<file path="src/rtl/spi_pkg.sv">
// Shared SPI constants and FSM state encodings.
// Used by the SPI read master and the SPI write master.
package spi_pkg;

  localparam int SPI_CLK_DIV = 4;
  localparam int SPI_CMD_W   = 8;
  localparam int SPI_DATA_W  = 8;

  typedef logic [2:0] state_t;

  localparam state_t IDLE  = 3'd0;
  localparam state_t SETUP = 3'd1;
  localparam state_t CMD   = 3'd2;
  localparam state_t DATA  = 3'd3;
  localparam state_t HOLD  = 3'd4;
  localparam state_t DONE  = 3'd5;

endpackage

</file>
<file path="src/rtl/spi_tick_gen.sv">
// Half-period tick generator: tick pulses every N clk cycles while clr=0.
// Ports: clk, rst_l (async, active-low), clr (restart), tick (1-cycle pulse).
module spi_tick_gen
  import spi_pkg::*;
#(
  parameter int N = SPI_CLK_DIV
) (
  input  logic clk,
  input  logic rst_l,
  input  logic clr,
  output logic tick
);

  localparam int W = $clog2(N + 1);

  logic [W-1:0] cnt_q;
  logic [W-1:0] cnt_d;

  assign tick = !clr && (cnt_q == W'(N - 1));

  always_comb begin
    cnt_d = cnt_q + W'(1);
    if (clr || tick) begin
      cnt_d = '0;
    end
  end

  always_ff @(posedge clk or negedge rst_l) begin
    if (!rst_l) begin
      cnt_q <= '0;
    end else begin
      cnt_q <= cnt_d;
    end
  end

endmodule

</file>
<file path="src/rtl/spi_read_master.sv">
// SPI mode-0 read master: shifts out a command byte, then reads a data byte.
// Ports: start/cmd in, busy/done/rdata out, sclk/cs_n/mosi/miso SPI side.
module spi_read_master
  import spi_pkg::*;
#(
  parameter int CLK_DIV = SPI_CLK_DIV,
  parameter int CMD_W   = SPI_CMD_W,
  parameter int DATA_W  = SPI_DATA_W
) (
  input  logic              clk,
  input  logic              rst_l,
  input  logic              start,
  input  logic [CMD_W-1:0]  cmd,
  output logic              busy,
  output logic              done,
  output logic [DATA_W-1:0] rdata,
  output logic              sclk,
  output logic              cs_n,
  output logic              mosi,
  input  logic              miso
);

  localparam int MAXW = (CMD_W > DATA_W) ? CMD_W : DATA_W;
  localparam int BW   = $clog2(MAXW) + 1;

  state_t            state_q, state_d;
  logic [BW-1:0]     bit_q, bit_d;
  logic [CMD_W-1:0]  shift_q, shift_d;
  logic [DATA_W-1:0] rx_q, rx_d;
  logic [DATA_W-1:0] rdata_q, rdata_d;
  logic              sclk_q, sclk_d;
  logic              cs_n_q, cs_n_d;
  logic              busy_q, busy_d;
  logic              done_q, done_d;
  logic              tick;
  logic              tick_clr;

  // Counter only runs inside a transfer, so SETUP starts a fresh half-period.
  assign tick_clr = (state_q == IDLE) || (state_q == DONE);

  spi_tick_gen #(
    .N(CLK_DIV)
  ) u_tick (
    .clk  (clk),
    .rst_l(rst_l),
    .clr  (tick_clr),
    .tick (tick)
  );

  // mosi is the shift register MSB; it is cleared on entry to DATA.
  assign mosi  = shift_q[CMD_W-1];
  assign sclk  = sclk_q;
  assign cs_n  = cs_n_q;
  assign busy  = busy_q;
  assign done  = done_q;
  assign rdata = rdata_q;

  always_comb begin
    state_d = state_q;
    bit_d   = bit_q;
    shift_d = shift_q;
    rx_d    = rx_q;
    rdata_d = rdata_q;
    sclk_d  = sclk_q;
    cs_n_d  = cs_n_q;
    busy_d  = busy_q;
    done_d  = 1'b0;
    unique case (state_q)
      IDLE, DONE: begin
        cs_n_d = 1'b1;
        busy_d = 1'b0;
        sclk_d = 1'b0;
        if (start) begin
          state_d = SETUP;
          shift_d = cmd;
          rx_d    = '0;
          bit_d   = '0;
          cs_n_d  = 1'b0;
          busy_d  = 1'b1;
        end else begin
          state_d = IDLE;
        end
      end
      SETUP: begin
        if (tick) begin
          state_d = CMD;
          sclk_d  = 1'b1;
          bit_d   = '0;
        end
      end
      CMD: begin
        if (tick && sclk_q) begin
          sclk_d = 1'b0;
          if (bit_q != BW'(CMD_W - 1)) begin
            shift_d = {shift_q[CMD_W-2:0], 1'b0};
          end
        end else if (tick) begin
          sclk_d = 1'b1;
          if (bit_q == BW'(CMD_W - 1)) begin
            state_d = DATA;
            shift_d = '0;
            bit_d   = '0;
            rx_d    = {rx_q[DATA_W-2:0], miso};
          end else begin
            bit_d = bit_q + BW'(1);
          end
        end
      end
      DATA: begin
        if (tick && sclk_q) begin
          sclk_d = 1'b0;
        end else if (tick) begin
          if (bit_q == BW'(DATA_W - 1)) begin
            state_d = HOLD;
          end else begin
            sclk_d = 1'b1;
            bit_d  = bit_q + BW'(1);
            rx_d   = {rx_q[DATA_W-2:0], miso};
          end
        end
      end
      HOLD: begin
        if (tick) begin
          state_d = DONE;
          cs_n_d  = 1'b1;
          busy_d  = 1'b0;
          done_d  = 1'b1;
          rdata_d = rx_q;
        end
      end
      default: begin
        state_d = IDLE;
        cs_n_d  = 1'b1;
        busy_d  = 1'b0;
        sclk_d  = 1'b0;
        shift_d = '0;
      end
    endcase
  end

  always_ff @(posedge clk or negedge rst_l) begin
    if (!rst_l) begin
      state_q <= IDLE;
      bit_q   <= '0;
      shift_q <= '0;
      rx_q    <= '0;
      rdata_q <= '0;
      sclk_q  <= 1'b0;
      cs_n_q  <= 1'b1;
      busy_q  <= 1'b0;
      done_q  <= 1'b0;
    end else begin
      state_q <= state_d;
      bit_q   <= bit_d;
      shift_q <= shift_d;
      rx_q    <= rx_d;
      rdata_q <= rdata_d;
      sclk_q  <= sclk_d;
      cs_n_q  <= cs_n_d;
      busy_q  <= busy_d;
      done_q  <= done_d;
    end
  end

endmodule

</file>
<file path="config.mk">
export PLATFORM = sky130hd
export DESIGN_NAME = spi_read_master
export DESIGN_NICKNAME = d
export VERILOG_FILES = /design/src/rtl/spi_pkg.sv /design/src/rtl/spi_tick_gen.sv /design/src/rtl/spi_read_master.sv
export SDC_FILE = /design/constraint.sdc
export NUM_CORES = 1
export LEC_CHECK = 0
export CAP_MARGIN = 20
export CORE_MARGIN = 1.5
export CORE_UTILIZATION = 54
export DETAILED_ROUTE_END_ITERATION = 8
export PLACE_DENSITY = 0.8
export SLEW_MARGIN = 5
export SYNTH_ARGS = -nofsm -noshare
export SYNTH_HDL_FRONTEND = slang
export SYNTH_SLANG_ARGS = --single-unit
</file>
<file path="constraint.sdc">
create_clock -name clk -period 3.4 [get_ports clk]
set_clock_uncertainty 0.05 [all_clocks]
set_input_delay 0.34 -clock clk [delete_from_list [all_inputs] [get_ports clk]]
set_output_delay 0.34 -clock clk [all_outputs]
set_load 0.02 [all_outputs]
</file>
==> reports/results.ini, run 1 <==
[outcome]
status=complete, no violations

[yosys]
synth_top_area_share_pct=47.96
syn_nets=182
synth_cells=165
ys_async_sr_fraction_pct=100.0
ys_seq_area_share_pct=49.32
ys_top_cells_by_area=dfrtp_1 (48%), mux2_2 (9.3%), a22o_1 (7.3%), ha_1 (3.2%), nand2b_1 (2.6%)
synth_largest_area_cell=dfrtp_1
synth_area_sq_mm=0.001931
synth.distinct_cells=48
yosys_most_used_dff=dfrtp_1
postSynthRegisterBits=38
syn_avg_cell_area_sq_um=11.70
synth_edf_count=0
yosysWarnings=0

[placed_design]
placed_cells=229
placed_cell_area_sq_mm=0.002201
pre_cts_ws_ps=537.0
portBuffers=24
place_congestion=0.8515
hpwl_microns=2617

[routing]
vias_per_cell=5.895
wl_per_cell_microns=15.60
postRouteWirelength_microns=3697
drtIter0Drc=70
dr_total_vias=1397
ant_nets=0
drc_errors=0
dr.pass1.iters=4

[critical_path]
path_max_fanout=12
reg2reg_setup_slack_ps=490
cp.arrival_ps=3100
setup.worst_path.end_class=flip-flop
worstRegToRegCells=9
path_class=flip-flop to flip-flop
cp-start-kind=flip-flop
r2r-end=shift_q[2]
r2r_start=u_tick.cnt_q[0]
crit_required_ps=3590

[clock_tree]
numCtsBuffers=5
hold_buffers=0
worstSkewPairLatency_ps=350
cts_tree=yes
clockBufferDepth=2
path_clk_slew_ps=120
h-tree-depth=2
root_buffer=clkbuf_4
post-cts-setup-buffers=0
cts_resized=0
cts.sinks=38

[finish]
nets=207
fin_cells=237
final_layout_size_suffix_gt1_share_pct=19.37
diodes=0
area_delta_synth_final_pct=18.28
postLayoutCoreUtil_pct=67.37
design_area_sq_mm=0.002283

[sta]
finalSetupTns_ps=0
period_share_pct=85.67
worst_hold_slack_ps=342.9
finalWorstSetupSlack_ps=487.1
slew_violations=0
setup_violations=0
tightest_slew_ps=732.9
layout_min_cycle_time_ps=2913
rsz0062_at_grt=false
hold_viol=0
max_freq_ghz=0.3433
max-slew-margin-rel_pct=50.96

[power_and_ir_drop]
p_leak_nw=0.9567
p_per_area_mw_per_mm2=343.1
p_total_mw=0.7834
peakVddDrop_mv=0.2628

[global_routing]
use_met3_pct=5.586
grt_usage_pct=21.04
grt_util_met2_pct=34.54
grt_pass1_vias=1407
grt-ovfl-total=0
grt_busiest_layer=met2
use_met1_pct=27.80
grt_pass1_wl_microns=6527
grt_max_degree=39
antenna_found_initial=0

[floorplan]
die_h_microns=62.79
rows=21
dieArea_sq_mm=0.003943
dieWidth_microns=62.79
start_util_pct=56.96
num_io_pins=25
core_area_sq_mm=0.003390

[run]
max_cap_violations=0

[min_path]
worstHoldPathType=input port to asynchronous set/reset pin

## sequential cells by signal (all words and copies together), names as in the netlist
name,cells
state_q,3
busy,1
shift_q,8
sclk,1
done,1
rx_q,8
rdata,8
u_tick.cnt_q,3
bit_q,4
cs_n,1
## critical path, cell delays in order, from the launching register on
cell	delay [ps]
dfrtp_1	410
ha_1	200
ha_1	300
o21ai_0	170
inv_1	80
ha_1	270
and4bb_2	390
nor3_2	80
a211oi_4	460
mux2_2	390
## cells in the mapped netlist (3+ instances only)
master,count
a21oi_1,4
a22o_1,16
buf_2,4
clkbuf_1,3
dfrtp_1,37
ha_1,5
inv_1,7
mux2_2,16
nand2b_1,8
nor2_1,9
nor3_1,5
o21ai_0,6
o22ai_1,3
## where the power goes
| group | leakage [nW] | internal, mW | switching [mW] |
|---|---|---|---|
| clock | 0.0374 | 0.154 | 0.154 |
| sequential | 0.503 | 0.452 | 0 |
| combinational | 0.417 | 0.0122 | 0.0112 |
| total | 0.957 | 0.618 | 0.165 |
## routing by layer
layer,vias to the layer above,routed length (microns)
met3,4,154
met4,0,34
met5,-,0
li1,668,-
met1,693,1703
met2,32,1805
## placed cells by master (no fill, tap or decap), types with 2 or more instances in the layout
| cell type | instances |
|---|---|
| a22o_1 | 16 |
| nand2b_1 | 8 |
| buf_4 | 2 |
| nand2_1 | 2 |
| clkdlybuf4s50_1 | 24 |
| dfrtp_1 | 37 |
| nor4_1 | 2 |
| clkinvlp_4 | 2 |
| nand3_1 | 2 |
| a221oi_1 | 2 |
| o22ai_1 | 3 |
| clkbuf_4 | 5 |
| and3b_1 | 2 |
| nor2_1 | 9 |
| o21ai_0 | 6 |
| nor3_1 | 5 |
| inv_1 | 7 |
| nor2b_1 | 2 |
| ha_1 | 5 |
| a21oi_1 | 4 |
| mux2_2 | 16 |
| nor4_2 | 2 |
## cell type report
class | count | area [sq um]
clock inverters | 3 | 45.04
inverters | 7 | 26.28
fillers | 245 | 1106
flip-flops and latches | 38 | 952.2
repair buffers | 26 | 255.2
well taps | 46 | 57.56
clock buffers | 5 | 37.54
multi-input cells | 112 | 909.6
## how the worst max path moves through the flow
| stage | cells past startpoint | from | slack [ps] | endpoint |
|---|---|---|---|---|
| 6_report | 9 | u_tick.cnt_q[0] | 490 | shift_q[2] |
| 4_1_cts | 9 | u_tick.cnt_q[0] | 500 | shift_q[2] |
| 2_1_floorplan | 10 | u_tick.cnt_q[0] | 720 | shift_q[1] |
| 3_5_place_dp | 9 | u_tick.cnt_q[0] | 540 | shift_q[2] |
| 3_3_place_gp | 9 | u_tick.cnt_q[0] | 650 | shift_q[7] |
| 5_1_grt | 9 | u_tick.cnt_q[0] | 320 | shift_q[2] |
## cell families after synthesis
kind of cell	share of synthesized area [%]
buf+inv	3.565
compound gates	17.89
mux	9.851
flops	49.32
simple gates	14.84
fa+ha+maj	3.240
xor+xnor	1.296
(Power assumes the default switching activity.)
==> run 2: changes to the inputs <==
Settings changed: CAP_MARGIN 20 to not set.
==> results of run 2 <==
No change in the layout: final DEF, timing and power equal those of run 1.
==> run 3: changes to the inputs <==
Settings changed: PLACE_DENSITY 0.8 to 0.78.
==> run 3 against run 2 <==
Clock power rose by 27%; critical endpoint is now shift_q[6]; worst hold slack got worse by 320 ps; clock-buffer cell count did not move; critical path depth did not move; largest power group unchanged; maximum frequency rose by 0.34%; sequential share of layout area fell by 0.20 points; register-to-register slack barely moved; largest cell class unchanged.
==> reports/results.ini, run 3 (synthesized netlist as in run 1, its figures left out) <==
[routing]
vias_per_cell=6.038  ; was 5.895
top_layer_used=met4  ; unchanged
wl_met2_microns=1964  ; was 1805 microns
postRouteWirelength_microns=3867  ; was 3697 microns
dr.pass1.iters=4  ; unchanged
ant_nets=0  ; unchanged
drc_errors=0  ; unchanged
met1_length_microns=1709  ; was 1703 microns
dr_total_vias=1425  ; was 1,397
wl_per_cell_microns=16.39  ; was 15.60 microns
drtIter0Drc=81  ; was 70
met3_length_microns=141  ; was 154 microns

[sta]
layout_min_cycle_time_ps=2903  ; was 2913 ps
hold_viol=0  ; unchanged
tightest_slew_ps=821.8  ; was 732.9 ps
setup_violations=0  ; unchanged
max-slew-margin-rel_pct=45.22  ; was 50.96%
worst_hold_slack_ps=20.36  ; was 342.9 ps
rsz0062_at_grt=false  ; unchanged
max_freq_ghz=0.3445  ; was 0.3433 GHz
period_share_pct=85.39  ; was 85.67%
finalSetupTns_ps=0  ; unchanged
slew_violations=0  ; unchanged

[finish]
postLayoutCoreUtil_pct=67.70  ; was 67.37%
area_delta_synth_final_pct=18.86  ; was 18.28%
final_cell_mix=dfrtp_1 (37), clkdlybuf4s50_1 (23), mux2_2 (16), a22o_1 (16), nor2_1 (9)  ; was dfrtp_1 (37), clkdlybuf4s50_1 (24), mux2_2 (16), a22o_1 (16), nor2_1 (9)
final_common_cell=dfrtp_1  ; unchanged
final_layout_size_suffix_gt1_share_pct=19.47  ; was 19.37%
nets=206  ; was 207
diodes=0  ; unchanged

[power_and_ir_drop]
p_per_area_mw_per_mm2=377.3  ; was 343.1 mW/mm^2
peakVddDrop_mv=0.2602  ; was 0.2628 mV
power_frac_comb_pct=2.6  ; was 3.0%
p_total_mw=0.8657  ; was 0.7834 mW
clkPwrFrac_pct=45.2  ; was 39.3%
power.net_switching_mw=0.1729  ; was 0.1652 mW
p_int_mw=0.6928  ; was 0.6182 mW
p_leak_nw=0.9699  ; was 0.9567 nW
swShare_pct=19.97  ; was 21.09%
seqPwrFrac_pct=52.2  ; was 57.7%

[min_path]
worstHoldPathType=input port to asynchronous set/reset pin  ; unchanged

[clock_tree]
clockBufferDepth=2  ; unchanged
root_buffer=clkbuf_4  ; unchanged
h-tree-depth=2  ; unchanged
post-cts-setup-buffers=0  ; unchanged
hold_buffers=0  ; unchanged
worstSkewPairLatency_ps=350  ; about the same
numCtsBuffers=5  ; unchanged
cts_resized=0  ; unchanged
path_clk_slew_ps=130  ; was 120 ps
cts_tree=yes  ; unchanged
cts.sinks=38  ; unchanged

[critical_path]
cp.arrival_ps=3090  ; was 3100 ps
path_class=flip-flop to flip-flop  ; unchanged
setup.worst_path.end_class=flip-flop  ; unchanged
path_max_fanout=12  ; unchanged
cp-start-kind=flip-flop  ; unchanged
crit_required_ps=3590  ; about the same

[global_routing]
grt_usage_pct=22.04  ; was 21.04%
grt-ovfl-total=0  ; unchanged
grt_pass1_wl_microns=6686  ; was 6527 microns
antenna_found_initial=0  ; unchanged
grt_max_degree=39  ; unchanged
grt_pass1_vias=1451  ; was 1,407

[floorplan]
die_h_microns=62.79  ; unchanged
num_io_pins=25  ; unchanged
dieArea_sq_mm=0.003943  ; unchanged
start_util_pct=56.96  ; unchanged
core_area_sq_mm=0.003390  ; unchanged
rows=21  ; unchanged
dieWidth_microns=62.79  ; unchanged

[placed_design]
place_congestion=0.8270  ; was 0.8515
portBuffers=24  ; unchanged
hpwl_microns=2645  ; was 2617 microns

[run]
max_cap_violations=0  ; unchanged

[outcome]
status=complete, no violations  ; unchanged

run 3: cell types whose count changed in the layout (fill, tap and decap cells not counted), sizes merged:
cell and delta:
clkinvlp -2, clkinv +1, bufinv +1, clkdlybuf4s50 -1
run 3: power by group through the flow:
stage	registers [mW]	clock network (mW)	logic, mW
after CTS	0.452	0.400	0.0229
final	0.452	0.392	0.0221
after detailed placement	0.461	0	0.0228
after global routing	0.452	0.414	0.0252
after global placement	0.461	0	0.0221
after floorplan	0.461	0	0.000919
run 3: cell type report:
type,instances,area [sq um]
well taps,46,57.56
repair buffers,25,242.7
clock inverters,3,68.82
clock buffers,5,37.54
flip-flops and latches,38,952.2
fillers,259,1095
inverters,7,26.28
multi-input cells,112,909.6
run 3: per-layer routing:
metal | GRT usage (%) | vias up
li1 | - | 661
met1 | 27.90 | 726
met2 | 35.48 | 33
met3 | 5.225 | 5
met4 | 11.11 | 0
met5 | 0 | -
run 3: path summary, 6_finish.rpt:
kind                                 start               to  slack (ps)  depth (start not counted)
max                        u_tick.cnt_q[0]       shift_q[6]         500                          9
min                                  rst_l       shift_q[5]          20                          1
max reg2reg                u_tick.cnt_q[0]       shift_q[6]         500                          9
min reg2reg                u_tick.cnt_q[0]  u_tick.cnt_q[0]         400                          1
max in group asynchronous            rst_l  u_tick.cnt_q[1]        2760                          1
min in group clk           u_tick.cnt_q[0]  u_tick.cnt_q[0]         400                          1
run 3: critical path: stages, from the launching register on:
cell and delay (ps):
dfrtp_1 400, ha_1 200, ha_1 320, o21ai_0 170
inv_1 80, ha_1 270, and4bb_2 380, nor3_2 70
a211oi_4 460, mux2_2 400
run 3: per-stage QoR:
| step | instances | worst slack (ps) | area, sq um |
|---|---|---|---|
| global route | 236 | 319.3 | 2295 |
| floorplan | 165 | 721.4 | 1931 |
| detailed placement | 228 | 498.7 | 2188 |
| finish | 236 | 496.9 | 2295 |
| CTS | 236 | 475.6 | 2295 |
| global placement | 228 | 645.5 | 2188 |
